`src/rtl/regfile_wb_arbiter.sv`:
```
// regfile_wb_arbiter
//   Round-robin arbiter between the ALU and load-unit writeback requests,
//   with a register-file write port registered one cycle after acceptance
//   and a busy scoreboard for pending destination registers.
//
//   Ports
//     clk, reset                        clock, synchronous active-high reset
//     alu_valid/ready/rd/val            ALU writeback request
//     mem_valid/ready/rd/val            load-unit writeback request
//     issue_valid/ready/rd              destination marked pending at issue
//     rs1, rs2 -> rs1_busy, rs2_busy    operand hazard lookup
//     rf_write, rf_rd, rf_val           register file write enable/index/data
//     rsN_fwd, rsN_fwd_val              operand forwarding from the write port
//     wb_err                            sticky: writeback to a non-busy register
//
//   Build option: define RF_BYPASS_EN to forward the write port onto the
//   operand lookup (and hide the register's busy bit during its write cycle).
module regfile_wb_arbiter #(
  parameter int XLEN = 32
) (
  input  logic            clk,
  input  logic            reset,
  input  logic            alu_valid,
  output logic            alu_ready,
  input  logic [4:0]      alu_rd,
  input  logic [XLEN-1:0] alu_val,
  input  logic            mem_valid,
  output logic            mem_ready,
  input  logic [4:0]      mem_rd,
  input  logic [XLEN-1:0] mem_val,
  input  logic            issue_valid,
  output logic            issue_ready,
  input  logic [4:0]      issue_rd,
  input  logic [4:0]      rs1,
  input  logic [4:0]      rs2,
  output logic            rs1_busy,
  output logic            rs2_busy,
  output logic            rf_write,
  output logic [4:0]      rf_rd,
  output logic [XLEN-1:0] rf_val,
  output logic            rs1_fwd,
  output logic [XLEN-1:0] rs1_fwd_val,
  output logic            rs2_fwd,
  output logic [XLEN-1:0] rs2_fwd_val,
  output logic            wb_err
);

  // Which requester wins when both are valid.
  typedef enum logic {PRI_ALU, PRI_MEM} pri_e;

  pri_e            pri_q, pri_d;
  logic [31:1]     busy_q, busy_d;
  logic            rf_write_q, rf_write_d;
  logic [4:0]      rf_rd_q, rf_rd_d;
  logic [XLEN-1:0] rf_val_q, rf_val_d;
  logic            err_q, err_d;

  logic [31:0]     busy_vec;
  logic [31:0]     busy_nx;
  logic            alu_gnt, mem_gnt, wb_acc, issue_set;
  logic [4:0]      wb_rd;
  logic [XLEN-1:0] wb_val;

  // x0 is never busy.
  assign busy_vec = {busy_q, 1'b0};

  always_comb begin
    alu_gnt     = !reset && alu_valid && (!mem_valid || pri_q == PRI_ALU);
    mem_gnt     = !reset && mem_valid && (!alu_valid || pri_q == PRI_MEM);
    wb_acc      = alu_gnt || mem_gnt;
    wb_rd       = alu_gnt ? alu_rd  : mem_rd;
    wb_val      = alu_gnt ? alu_val : mem_val;
    issue_ready = !reset && !busy_vec[issue_rd];
    issue_set   = issue_valid && issue_ready && (issue_rd != '0);
  end

  assign alu_ready = alu_gnt;
  assign mem_ready = mem_gnt;

  always_comb begin
    pri_d      = pri_q;
    rf_write_d = wb_acc && (wb_rd != '0);
    rf_rd_d    = rf_rd_q;
    rf_val_d   = rf_val_q;
    err_d      = err_q;
    busy_nx    = busy_vec;

    if (alu_gnt) pri_d = PRI_MEM;
    else if (mem_gnt) pri_d = PRI_ALU;

    if (rf_write_d) begin
      rf_rd_d  = wb_rd;
      rf_val_d = wb_val;
    end

    if (wb_acc && (wb_rd != '0) && !busy_vec[wb_rd]) err_d = 1'b1;

    // Issue stalls on a busy register, so clear and set never hit the same bit.
    if (rf_write_q) busy_nx[rf_rd_q] = 1'b0;
    if (issue_set)  busy_nx[issue_rd] = 1'b1;
    busy_d = busy_nx[31:1];
  end

  always_ff @(posedge clk) begin
    if (reset) begin
      pri_q      <= PRI_ALU;
      busy_q     <= '0;
      rf_write_q <= 1'b0;
      rf_rd_q    <= '0;
      rf_val_q   <= '0;
      err_q      <= 1'b0;
    end else begin
      pri_q      <= pri_d;
      busy_q     <= busy_d;
      rf_write_q <= rf_write_d;
      rf_rd_q    <= rf_rd_d;
      rf_val_q   <= rf_val_d;
      err_q      <= err_d;
    end
  end

  assign rf_write = rf_write_q;
  assign rf_rd    = rf_rd_q;
  assign rf_val   = rf_val_q;
  assign wb_err   = err_q;

`ifdef RF_BYPASS_EN
  logic rs1_hit, rs2_hit;
  always_comb begin
    rs1_hit     = rf_write_q && (rf_rd_q == rs1) && (rs1 != '0);
    rs2_hit     = rf_write_q && (rf_rd_q == rs2) && (rs2 != '0);
    rs1_fwd     = rs1_hit;
    rs2_fwd     = rs2_hit;
    rs1_fwd_val = rs1_hit ? rf_val_q : '0;
    rs2_fwd_val = rs2_hit ? rf_val_q : '0;
    rs1_busy    = busy_vec[rs1] && !rs1_hit;
    rs2_busy    = busy_vec[rs2] && !rs2_hit;
  end
`else
  always_comb begin
    rs1_fwd     = 1'b0;
    rs2_fwd     = 1'b0;
    rs1_fwd_val = '0;
    rs2_fwd_val = '0;
    rs1_busy    = busy_vec[rs1];
    rs2_busy    = busy_vec[rs2];
  end
`endif

endmodule
```
`config.mk`:
```
export PLATFORM = sky130hd
export DESIGN_NAME = regfile_wb_arbiter
export DESIGN_NICKNAME = d
export VERILOG_FILES = /design/src/rtl/regfile_wb_arbiter.sv
export SDC_FILE = /design/constraint.sdc
export NUM_CORES = 1
export LEC_CHECK = 0
export ABC_AREA = 1
export ABC_CLOCK_PERIOD_IN_PS = 2500
export CAP_MARGIN = 20
export CORE_ASPECT_RATIO = 1.25
export CORE_MARGIN = 10
export CORE_UTILIZATION = 44
export CTS_CLUSTER_SIZE = 25
export DETAILED_ROUTE_END_ITERATION = 8
export PLACE_DENSITY = 0.86
export SLEW_MARGIN = 30
export SYNTH_ARGS = -nofsm -noshare
export SYNTH_HDL_FRONTEND = slang
export SYNTH_SLANG_ARGS = --single-unit
export TNS_END_PERCENT = 20
```
`constraint.sdc`:
```
create_clock -name clk -period 2.5 [get_ports clk]
set_clock_uncertainty 0.1 [all_clocks]
set_input_delay 0.25 -clock clk [delete_from_list [all_inputs] [get_ports clk]]
set_output_delay 0.25 -clock clk [all_outputs]
set_load 0.03 [all_outputs]
```
==> impl_metrics.py, run 1 <==
metrics = {
    "outcome": {
        "status": "complete, no violations",
    },
    "final_layout": {
        "nets": 996,
        "drive_gt1_share_pct": 8.05,
        "final_cell_area_sq_um": 6780,
        "insertedDiodeCount": 0,
        "syn_to_final_growth_pct": 34.8,
        "nFillCells": 937,
    },
    "cts": {
        "clk_path_buf_depth": 2,
        "cts_tree": "done",
        "h-tree-depth": 3,
        "cts_sinks": 71,
        "numCtsBuffers": 9,
        "clk_latency_ps": 330,
        "clockRootBuffer": "clkbuf_16",
        "clkTransAtPathRegs_ps": 60,
    },
    "setup_path": {
        "end_kind": "output pin",
        "crit_fanout": 8,
        "crit_slowest_cell": "clkdlybuf4s50_1",
        "cp-start-kind": "primary input",
        "r2r_start": "busy_q[31]",
        "cp.required_ps": 2150,
        "cpLargestDelayFamily": "buffers and inverters",
        "cpPeakStageDelay_ps": 530,
        "path_class": "primary input to output pin",
        "cp_data_arrival_time_ps": 2020,
        "path_buf_inv": 3,
        "critPathLaunch": "issue_rd[0]",
        "crit_chain": "clkdlybuf4s50_1, nand2_1, buf_4, o211ai_1, nand2_1, nand2_1, nor2_1, nand2_1, nor2_4, buf_4",
        "cp_common_cell": "nand2_1",
    },
    "floorplan": {
        "num_rows": 43,
        "pin_count": 204,
        "dieArea_sq_um": 16100,
        "die_w_um": 116,
        "die_h_um": 140,
        "start_util_pct": 45.2,
        "core_region_area_sq_um": 11100,
    },
    "detailed_routing": {
        "dr.pass1.iters": 6,
        "drcViolationCount": 0,
        "drt-initial-drc-count": 550,
        "vias_per_cell": 5.56,
        "ant_nets": 0,
        "via_count": 5794,
        "wl_per_cell_um": 17.4,
        "wl_mm": 18.2,
    },
    "sta": {
        "finalWorstSetupSlack_ps": 135,
        "max_freq_mhz": 423,
        "rsz0062_at_grt": "false",
        "finalSetupViolCount": 0,
        "final-hold-violation-count": 0,
        "fin_crit_ps": 2370,
        "setup_tns_ps": 0,
        "worst_pin_slew_ps": 524,
        "slew-limit-headroom_pct": 65.1,
        "fin_crit_sh_pct": 94.6,
        "report.final.slew_viol_count": 0,
    },
    "global_routing": {
        "gr-total-overflow": 0,
        "grt_pass1_wl_mm": 28.0,
        "antenna_found_initial": 0,
        "grt_pass1_vias": 5637,
        "grt.total_usage_pct": 21.2,
        "grt_max_degree": 40,
    },
    "synthesis": {
        "ys_seq_area_share_pct": 28.3,
        "synth-seq-cells": 71,
        "syn-cell-area_sq_um": 5030,
        "muxShareOfSynthArea_pct": 0.199,
        "synth_adder_area_share_pct": 0,
        "ys_top_cells_by_count": "nand2_1, nand3_1, o21ai_0",
        "synthXorXnorAreaFrac_pct": 0,
        "synth.area.top_cells": "dfxtp_1, buf_4, nand3_1",
        "syn_inst": 759,
        "ys_warn_count": 0,
        "synth_compound_area_share_pct": 23.7,
        "synthSimpleGateAreaFrac_pct": 28.6,
        "async_reset_ff_share_pct": 0,
        "synth-main-ff-cell": "dfxtp_1",
        "yosysMostFrequentCell": "nand2_1",
        "synth_edf_count": 0,
        "synth_area_leader_cell": "dfxtp_1",
        "ys_types": 34,
        "yosysTopAreaCellShare_pct": 28.3,
        "synth_top_family_by_area": "simple AND/OR/NAND/NOR gates",
        "syn_area_per_cell_sq_um": 6.63,
    },
    "placement": {
        "port_buffers": 137,
        "dpl_worst_slack_ps": 108,
        "place.gp.congestion": 1.00,
        "dpl.hpwl_mm": 13.6,
        "placed_area_sq_um": 6390,
    },
    "power_and_ir_drop": {
        "irDropWorstVdd_mv": 0.468,
        "leakage_nw": 3.01,
        "p_per_area_nw_per_um2": 548,
        "power.total_mw": 3.72,
    },
    "run": {
        "max_cap_viol_count": 0,
    },
    "worst_hold_path": {
        "hp-class": "primary input to register",
        "min-delay-start": "issue_rd[1]",
    },
}
## worst min-delay path, stage by stage
cell and delay (ps):
dlymetal6s2s_1 220, nor2_4 90, nand4_1 120, a21oi_1 60
## stage by stage
step	hold WS (ps)	utilization [%]	cells
after detailed placement	367	57.4	1022
after CTS	375	60.5	1038
after floorplan	314	-	824
final	362	60.9	1042
after global placement	364	57.4	1022
after global routing	389	60.9	1042
## layout make-up
type                    instances  area (sq um)  share of cell area, %
flip-flops and latches         71          1420                   21.0
multi-input cells             580          2900                   42.8
inverters                      66           249                   3.67
repair buffers                174          1690                   24.9
well taps                     135           169                   2.49
clock inverters                 6           108                   1.59
clock buffers                  10           239                   3.53
## worst paths after layout
check                           depth (start not counted)  slack [ps]     endpoint
worst max-delay path                                   10         130  issue_ready
worst min-delay path                                    4         360    busy_q[4]
worst max register to register                         13         520    busy_q[1]
worst min register to register                          2         380    busy_q[6]
## placed cells by master (no fill, tap or decap)
cell             netlist  routed
clkdlybuf4s50_1        0     131
nand2_1              122     122
nand3_1               98      98
o21ai_0               73      73
dfxtp_1               71      71
conb_1                 1      66
a21oi_1               64      64
inv_1                 59      59
nor2_1                47      46
buf_4                 67      38
nand4_1               33      33
o211a_1               32      32
clkbuf_16              0       9
nor3_1                 8       8
o21ai_1                7       7
o211ai_1               7       7
inv_2                  5       5
o22ai_1                5       5
buf_12                 0       4
clkinv_2               1       3
nand3b_1               3       3
bufinv_16              0       3
nand2_2                2       2
nor2_4                 1       2
nor2_2                 2       2
a22oi_1                2       2
a31oi_1                2       2
nand3_2                1       1
a211oi_1               1       1
clkinv_1               1       1
a32oi_1                1       1
mux2i_1                1       1
a21oi_4                0       1
a211oi_2               1       1
clkinvlp_4             0       1
clkbuf_8               0       1
dlymetal6s2s_1         0       1
## report_power, final
part	switching, mW	internal [mW]	total (mW)
logic	0.615	0.393	1.01
clock network	0.480	0.998	1.48
registers	0.0411	1.19	1.23
total	1.14	2.58	3.72
## cell families (layout without fill, tap and decap cells)
group,count (synthesis),in the layout
DFF,71,71
buffers and inverters,173,256
other,1,66
muxes,1,1
AOI/OAI and AO/OA,196,196
and+or+nand+nor,317,317
## metal layers
metal	track usage, %	routed length, um
met1	22.1	6250
met5	0	0
met3	9.16	2560
met2	34.6	8390
met4	12.1	957
## repair_timing
item	in CTS	in global routing
setup endpoints to repair	0	1
resized for setup	0	3
setup buffers	0	4
hold buffers	0	0
## registers in the layout, indices dropped and copies added (netlist names)
register	cells
busy_q	31
rf_rd	5
rf_write	1
rf_val	32
pri_q	1
wb_err	1
Note: power is estimated with default switching activity, not from simulation.
==> run 2: changes to the inputs <==
--- a/config.mk
+++ b/config.mk
@@ -13,6 +13,7 @@
 export CORE_UTILIZATION = 44
 export CTS_CLUSTER_SIZE = 25
 export DETAILED_ROUTE_END_ITERATION = 8
+export HOLD_SLACK_MARGIN = 0.12
 export PLACE_DENSITY = 0.86
 export SLEW_MARGIN = 30
 export SYNTH_ARGS = -nofsm -noshare
==> results of run 2 <==
No change in the layout: final DEF, timing and power equal those of run 1.
==> run 3: changes to the inputs <==
--- a/config.mk
+++ b/config.mk
@@ -5,7 +5,6 @@
 export SDC_FILE = /design/constraint.sdc
 export NUM_CORES = 1
 export LEC_CHECK = 0
-export ABC_AREA = 1
 export ABC_CLOCK_PERIOD_IN_PS = 2500
 export CAP_MARGIN = 20
 export CORE_ASPECT_RATIO = 1.25
==> run 3 against run 2 <==
Sequential share of layout area down 1.1 points. Die area increased by 0.18%. Synthesized cell count is 18% lower. Largest cell class unchanged. Final cell count down 9.3%. Non-clock buffer count up 42. Via count shrank 6.1%. Synthesized area rose by 0.22%. Utilization grew 3.2 points. Combinational power about the same. Highest routed layer unchanged. Global-route usage rose by 1.3 points.
==> impl_metrics.py, run 3 <==
metrics = {
    "outcome": {
        "status": "complete, no violations",
    },
    "cts": {
        "clockRootBuffer": "clkbuf_16",
        "ctsHoldBuffers": 0,
        "clk_path_buf_depth": 2,
        "cts_sinks": 71,
        "clkTransAtPathRegs_ps": 60,
        "cts_tree": "done",
        "clk_latency_ps": 340,
        "numCtsBuffers": 9,
        "h-tree-depth": 3,
    },
    "final_layout": {
        "syn_to_final_growth_pct": 41.6,
        "layout_commonest_cell": "nand2_1",
        "nets": 899,
        "insertedDiodeCount": 0,
        "final_cell_mix": "nand2_1, clkdlybuf4s50_1, buf_4",
        "nFillCells": 909,
        "final_cell_area_sq_um": 7140,
        "final_cells": 945,
        "largest_register_ffs": 32,
        "drive_gt1_share_pct": 18.5,
    },
    "power_and_ir_drop": {
        "leakage_nw": 2.83,
        "power.total_mw": 3.57,
        "p_per_area_nw_per_um2": 500,
        "irDropWorstVdd_mv": 0.365,
    },
    "synthesis": {
        "ys_types": 58,
        "ys_top_cells_by_count": "nand2_1, dfxtp_1, buf_4",
        "yosysTopAreaCellShare_pct": 28.2,
        "syn_inst": 620,
        "syn_area_per_cell_sq_um": 8.13,
        "synth-seq-cells": 71,
        "yosysMostFrequentCell": "nand2_1",
        "synth.area.top_cells": "dfxtp_1, mux4_2, buf_4",
        "async_reset_ff_share_pct": 0,
        "syn-cell-area_sq_um": 5040,
        "synth_area_leader_cell": "dfxtp_1",
        "ys_warn_count": 0,
        "synth-main-ff-cell": "dfxtp_1",
        "ys_seq_area_share_pct": 28.2,
        "synth_edf_count": 0,
    },
    "sta": {
        "worst_pin_slew_ps": 768,
        "fin_crit_ps": 2470,
        "report.final.slew_viol_count": 0,
        "holdWs_ps": 381,
        "finalWorstSetupSlack_ps": 29.0,
        "slew-limit-headroom_pct": 48.3,
        "fin_crit_sh_pct": 98.8,
        "final-hold-violation-count": 0,
        "rsz0062_at_grt": "true",
        "max_freq_mhz": 405,
        "finalSetupViolCount": 0,
    },
    "setup_path": {
        "reg2reg_to": "wb_err",
        "end_kind": "output pin",
        "critPathLaunch": "rs1[1]",
        "cpPeakStageDelay_ps": 490,
        "r2r_slack_ps": 250,
        "path_depth": 6,
        "crit_chain": "clkdlybuf4s50_1, buf_4, mux4_2, mux4_2, mux2_2, buf_4",
        "crit_slowest_cell": "clkdlybuf4s50_1",
        "path_buf_inv": 3,
        "r2r_start": "pri_q",
        "cp-start-kind": "primary input",
        "path_class": "primary input to output pin",
        "cpLargestDelayFamily": "multiplexers",
        "cp_data_arrival_time_ps": 2120,
        "r2r_cells": 8,
        "cp-endpoint": "rs1_busy",
        "crit_fanout": 8,
        "cp.required_ps": 2150,
    },
    "placement": {
        "port_buffers": 137,
        "place_inst": 926,
        "dpl.hpwl_mm": 14.6,
        "placed_area_sq_um": 6740,
        "dpl_worst_slack_ps": -604,
        "place.gp.congestion": 1.04,
    },
    "detailed_routing": {
        "ant_nets": 0,
        "wl_per_cell_um": 20.0,
        "vias_per_cell": 5.76,
        "dr.pass1.iters": 5,
        "drt-initial-drc-count": 329,
        "drcViolationCount": 0,
        "via_count": 5440,
        "wl_mm": 18.9,
    },
    "floorplan": {
        "num_rows": 43,
        "die_h_um": 140,
        "dieArea_sq_um": 16200,
        "core_region_area_sq_um": 11100,
        "die_w_um": 116,
        "pin_count": 204,
        "start_util_pct": 45.3,
    },
    "global_routing": {
        "antenna_found_initial": 0,
        "grt_max_degree": 47,
        "grt_pass1_vias": 5465,
        "grt.total_usage_pct": 22.4,
        "grt_pass1_wl_mm": 28.8,
        "gr-total-overflow": 0,
    },
    "worst_hold_path": {
        "hp-class": "primary input to register",
    },
    "run": {
        "max_cap_viol_count": 0,
    },
}
[run 3: cell count changes after synthesis, sizes merged, moves of 33 or more]
cell / previous run / this run
nand3: 99 / 21
o21ai: 80 / 40
nand4: 33 / 0
a311oi: 0 / 33
inv: 64 / 5
a21oi: 65 / 7
[run 3: cell families (layout without fill, tap and decap cells)]
| kind of cell | Yosys count | count (layout) | share of synthesized area [%] |
|---|---|---|---|
| AOI/OAI and AO/OA | 141 | 141 | 21.0 |
| muxes | 42 | 42 | 14.7 |
| DFF | 71 | 71 | 28.2 |
| other | 1 | 66 | 0.0744 |
| buffers and inverters | 113 | 238 | 14.4 |
| and+or+nand+nor | 252 | 252 | 21.6 |
[run 3: how the worst min path moves through the flow]
| stage | end | start | depth (start not counted) | slack, ps |
|---|---|---|---|---|
| floorplan | rf_val[0] | alu_val[0] | 2 | 310 |
| global placement | rf_val[0] | rf_val[0] | 2 | 380 |
| detailed placement | rf_val[30] | rf_val[30] | 2 | 390 |
| CTS | rf_val[26] | alu_val[26] | 3 | 370 |
| global route | rf_val[2] | mem_val[2] | 3 | 380 |
| finish | rf_val[26] | alu_val[26] | 3 | 380 |
[run 3: per-stage QoR]
stage          utilization (%)  TNS, ps
2_1_floorplan                -        0
3_3_place_gp              60.5    -1960
3_5_place_dp              60.5    -2610
4_1_cts                   63.9        0
5_1_grt                   64.1    -12.8
6_report                  64.1        0
[run 3: repair_timing]
action | 4_1_cts | 5_1_grt
setup buffers | 1 | 0
endpoints found under the setup margin | 3 | 2
gates resized for setup | 19 | 6
gates cloned | 2 | 0
pin swaps | 0 | 1
[run 3: worst register-to-register path: cells and delay by family, from the launching register on]
family	cells	cell delay [ps]
mux	1	270
flops	1	380
buf+inv	2	330
compound gates	3	560
simple gates	2	540
[run 3: metal layers]
layer	routed length, um	part of all wire (%)	global-route usage (%)
met5	0	0	0
met4	997	5.3	13.8
met3	2340	12	8.43
met2	9160	49	37.7
met1	6380	34	22.9
[run 3: layout make-up]
cell class                 instances  area [sq um]  area share, %
clock buffer                      10           239           3.35
clock inverter                     6          70.1          0.982
inverter                           6          27.5          0.386
sequential                        71          1420           19.9
multi-input combinational        501          3170           44.4
timing repair buffer             216          2040           28.6
tap                              135           169           2.37
[run 3: report_power, final]
part	switching, mW	internal [mW]
combinational	0.596	0.420
sequential	0.0490	1.19
clock	0.509	0.802
total	1.15	2.41
==> variant (config.mk and constraints of run 2) <==
`rf_val_q` no longer has a reset.
--- a/src/rtl/regfile_wb_arbiter.sv
+++ b/src/rtl/regfile_wb_arbiter.sv
@@ -108,5 +108,4 @@
       rf_write_q <= 1'b0;
       rf_rd_q    <= '0;
-      rf_val_q   <= '0;
       err_q      <= 1'b0;
     end else begin
@@ -115,7 +114,10 @@
       rf_write_q <= rf_write_d;
       rf_rd_q    <= rf_rd_d;
-      rf_val_q   <= rf_val_d;
       err_q      <= err_d;
     end
+  end
+
+  always_ff @(posedge clk) begin
+    rf_val_q <= rf_val_d;
   end
 
Function: differs if reset is asserted again (counterexample within 4 cycles, from zero or initial values and one cycle with reset high); with reset held inactive, the same outputs for 10 cycles.
==> variant against run 2 <==
Sequential share of layout area grew 5.4 points. Sequential cell count is the same. Power shrank 4.2%. Worst setup slack worse by 26 ps. Clock power down 9%. Wire length fell by 0.48%. Via count is 5.8% lower. Area after synthesis fell by 1.9%. Maximum frequency is 1.1% lower. Cell area decreased by 2.4%.
==> variant: results (changes against run 2) <==
wire length of the first global-routing pass=27900 µm (was 27990 µm); routed metal-1 wire length=6348 µm (was 6246 µm); crit-path max cell delay=490 ps (was 530 ps); Post-DP Area=0.006291 mm² (was 0.006391 mm²); global routing usage on met3=0.06753 (was 0.09161); Non-clk bufs=162 (was 174); met2 wire len=8767 µm (was 8389 µm); Hold Startpoint=pri_q (was issue_rd[1]); cell depth of the worst hold path=2 (was 4); pin count of the biggest net entering global routing=35 (was 40); Layout fillers=990 (was 937); Total Wirelength=18070 µm (was 18150 µm); slew at the pin with the worst max-slew slack=594.1 ps (was 523.6 ps); type of the most critical hold path=register to register (was primary input to register); number of nets in the layout=964 (was 996); endpoint of the worst hold path=pri_q (was busy_q[4]); number of cells on the worst reg-to-reg path=11 (was 13); Unique masters post-synth=31 (was 34); endpoint of the worst-slack reg-to-reg timing path=rf_rd[3] (was busy_q[1]); clock buf count=13 (was 10); multi-input combinational area share=0.3809 (was 0.4283); final worst hold slack=375.5 ps (was 362.4 ps); via count=5457 (was 5794); arrival time worst endpoint=2040 ps (was 2020 ps); power per unit of standard cell area=538.4 mW/mm² (was 548.4 mW/mm²); fraction of area in registers=0.2634 (was 0.2097); reported leakage power=2.748 nW (was 3.010 nW); share of synthesized area occupied by flip-flops and latches=0.3531 (was 0.2826); placed instance count=994 (was 1022); HPWL after detailed placement=13960 µm (was 13570 µm); Starting DRT DRC Count=593 (was 550); number of inverters outside the clock class in the layout=74 (was 66); Worst path slowest cell=sky130_fd_sc_hd__nor2_1 (was sky130_fd_sc_hd__clkdlybuf4s50_1); result of the run=finished clean (unchanged); vias in the first global route=5312 (was 5637); clock distribution area overhead in the final layout=0.04863 (was 0.05114); met1 layer usage reported by global route=0.2381 (was 0.2207); global routing met2 resource utilization=0.3520 (was 0.3458); overall global routing resource usage=0.2177 (was 0.2116)
==> variant: cell count changes after synthesis, moves of 4 or more <==
cell / delta
sky130_fd_sc_hd__o21ai_0: -6
sky130_fd_sc_hd__inv_1: +4
sky130_fd_sc_hd__inv_2: +5
sky130_fd_sc_hd__buf_6: -4
sky130_fd_sc_hd__clkbuf_1: -8
sky130_fd_sc_hd__o211a_1: -32
sky130_fd_sc_hd__nand3_1: -34
sky130_fd_sc_hd__nand2_1: +39
sky130_fd_sc_hd__a21oi_1: +7
sky130_fd_sc_hd__edfxtp_1: +32
sky130_fd_sc_hd__dfxtp_1: -32
==> variant: where the power goes <==
group	switching, mW	internal [mW]
Clock	0.493	0.846
Sequential	0.0297	1.28
Combinational	0.578	0.337
==> variant: logic make-up (layout without fill, tap and decap cells) <==
group,after synthesis,in the layout,synth area share
simple gates,323,323,0.2884
buf+inv,168,252,0.1857
compound gates,163,163,0.1720
flops,71,71,0.3531
other cells,1,66,0.0007603
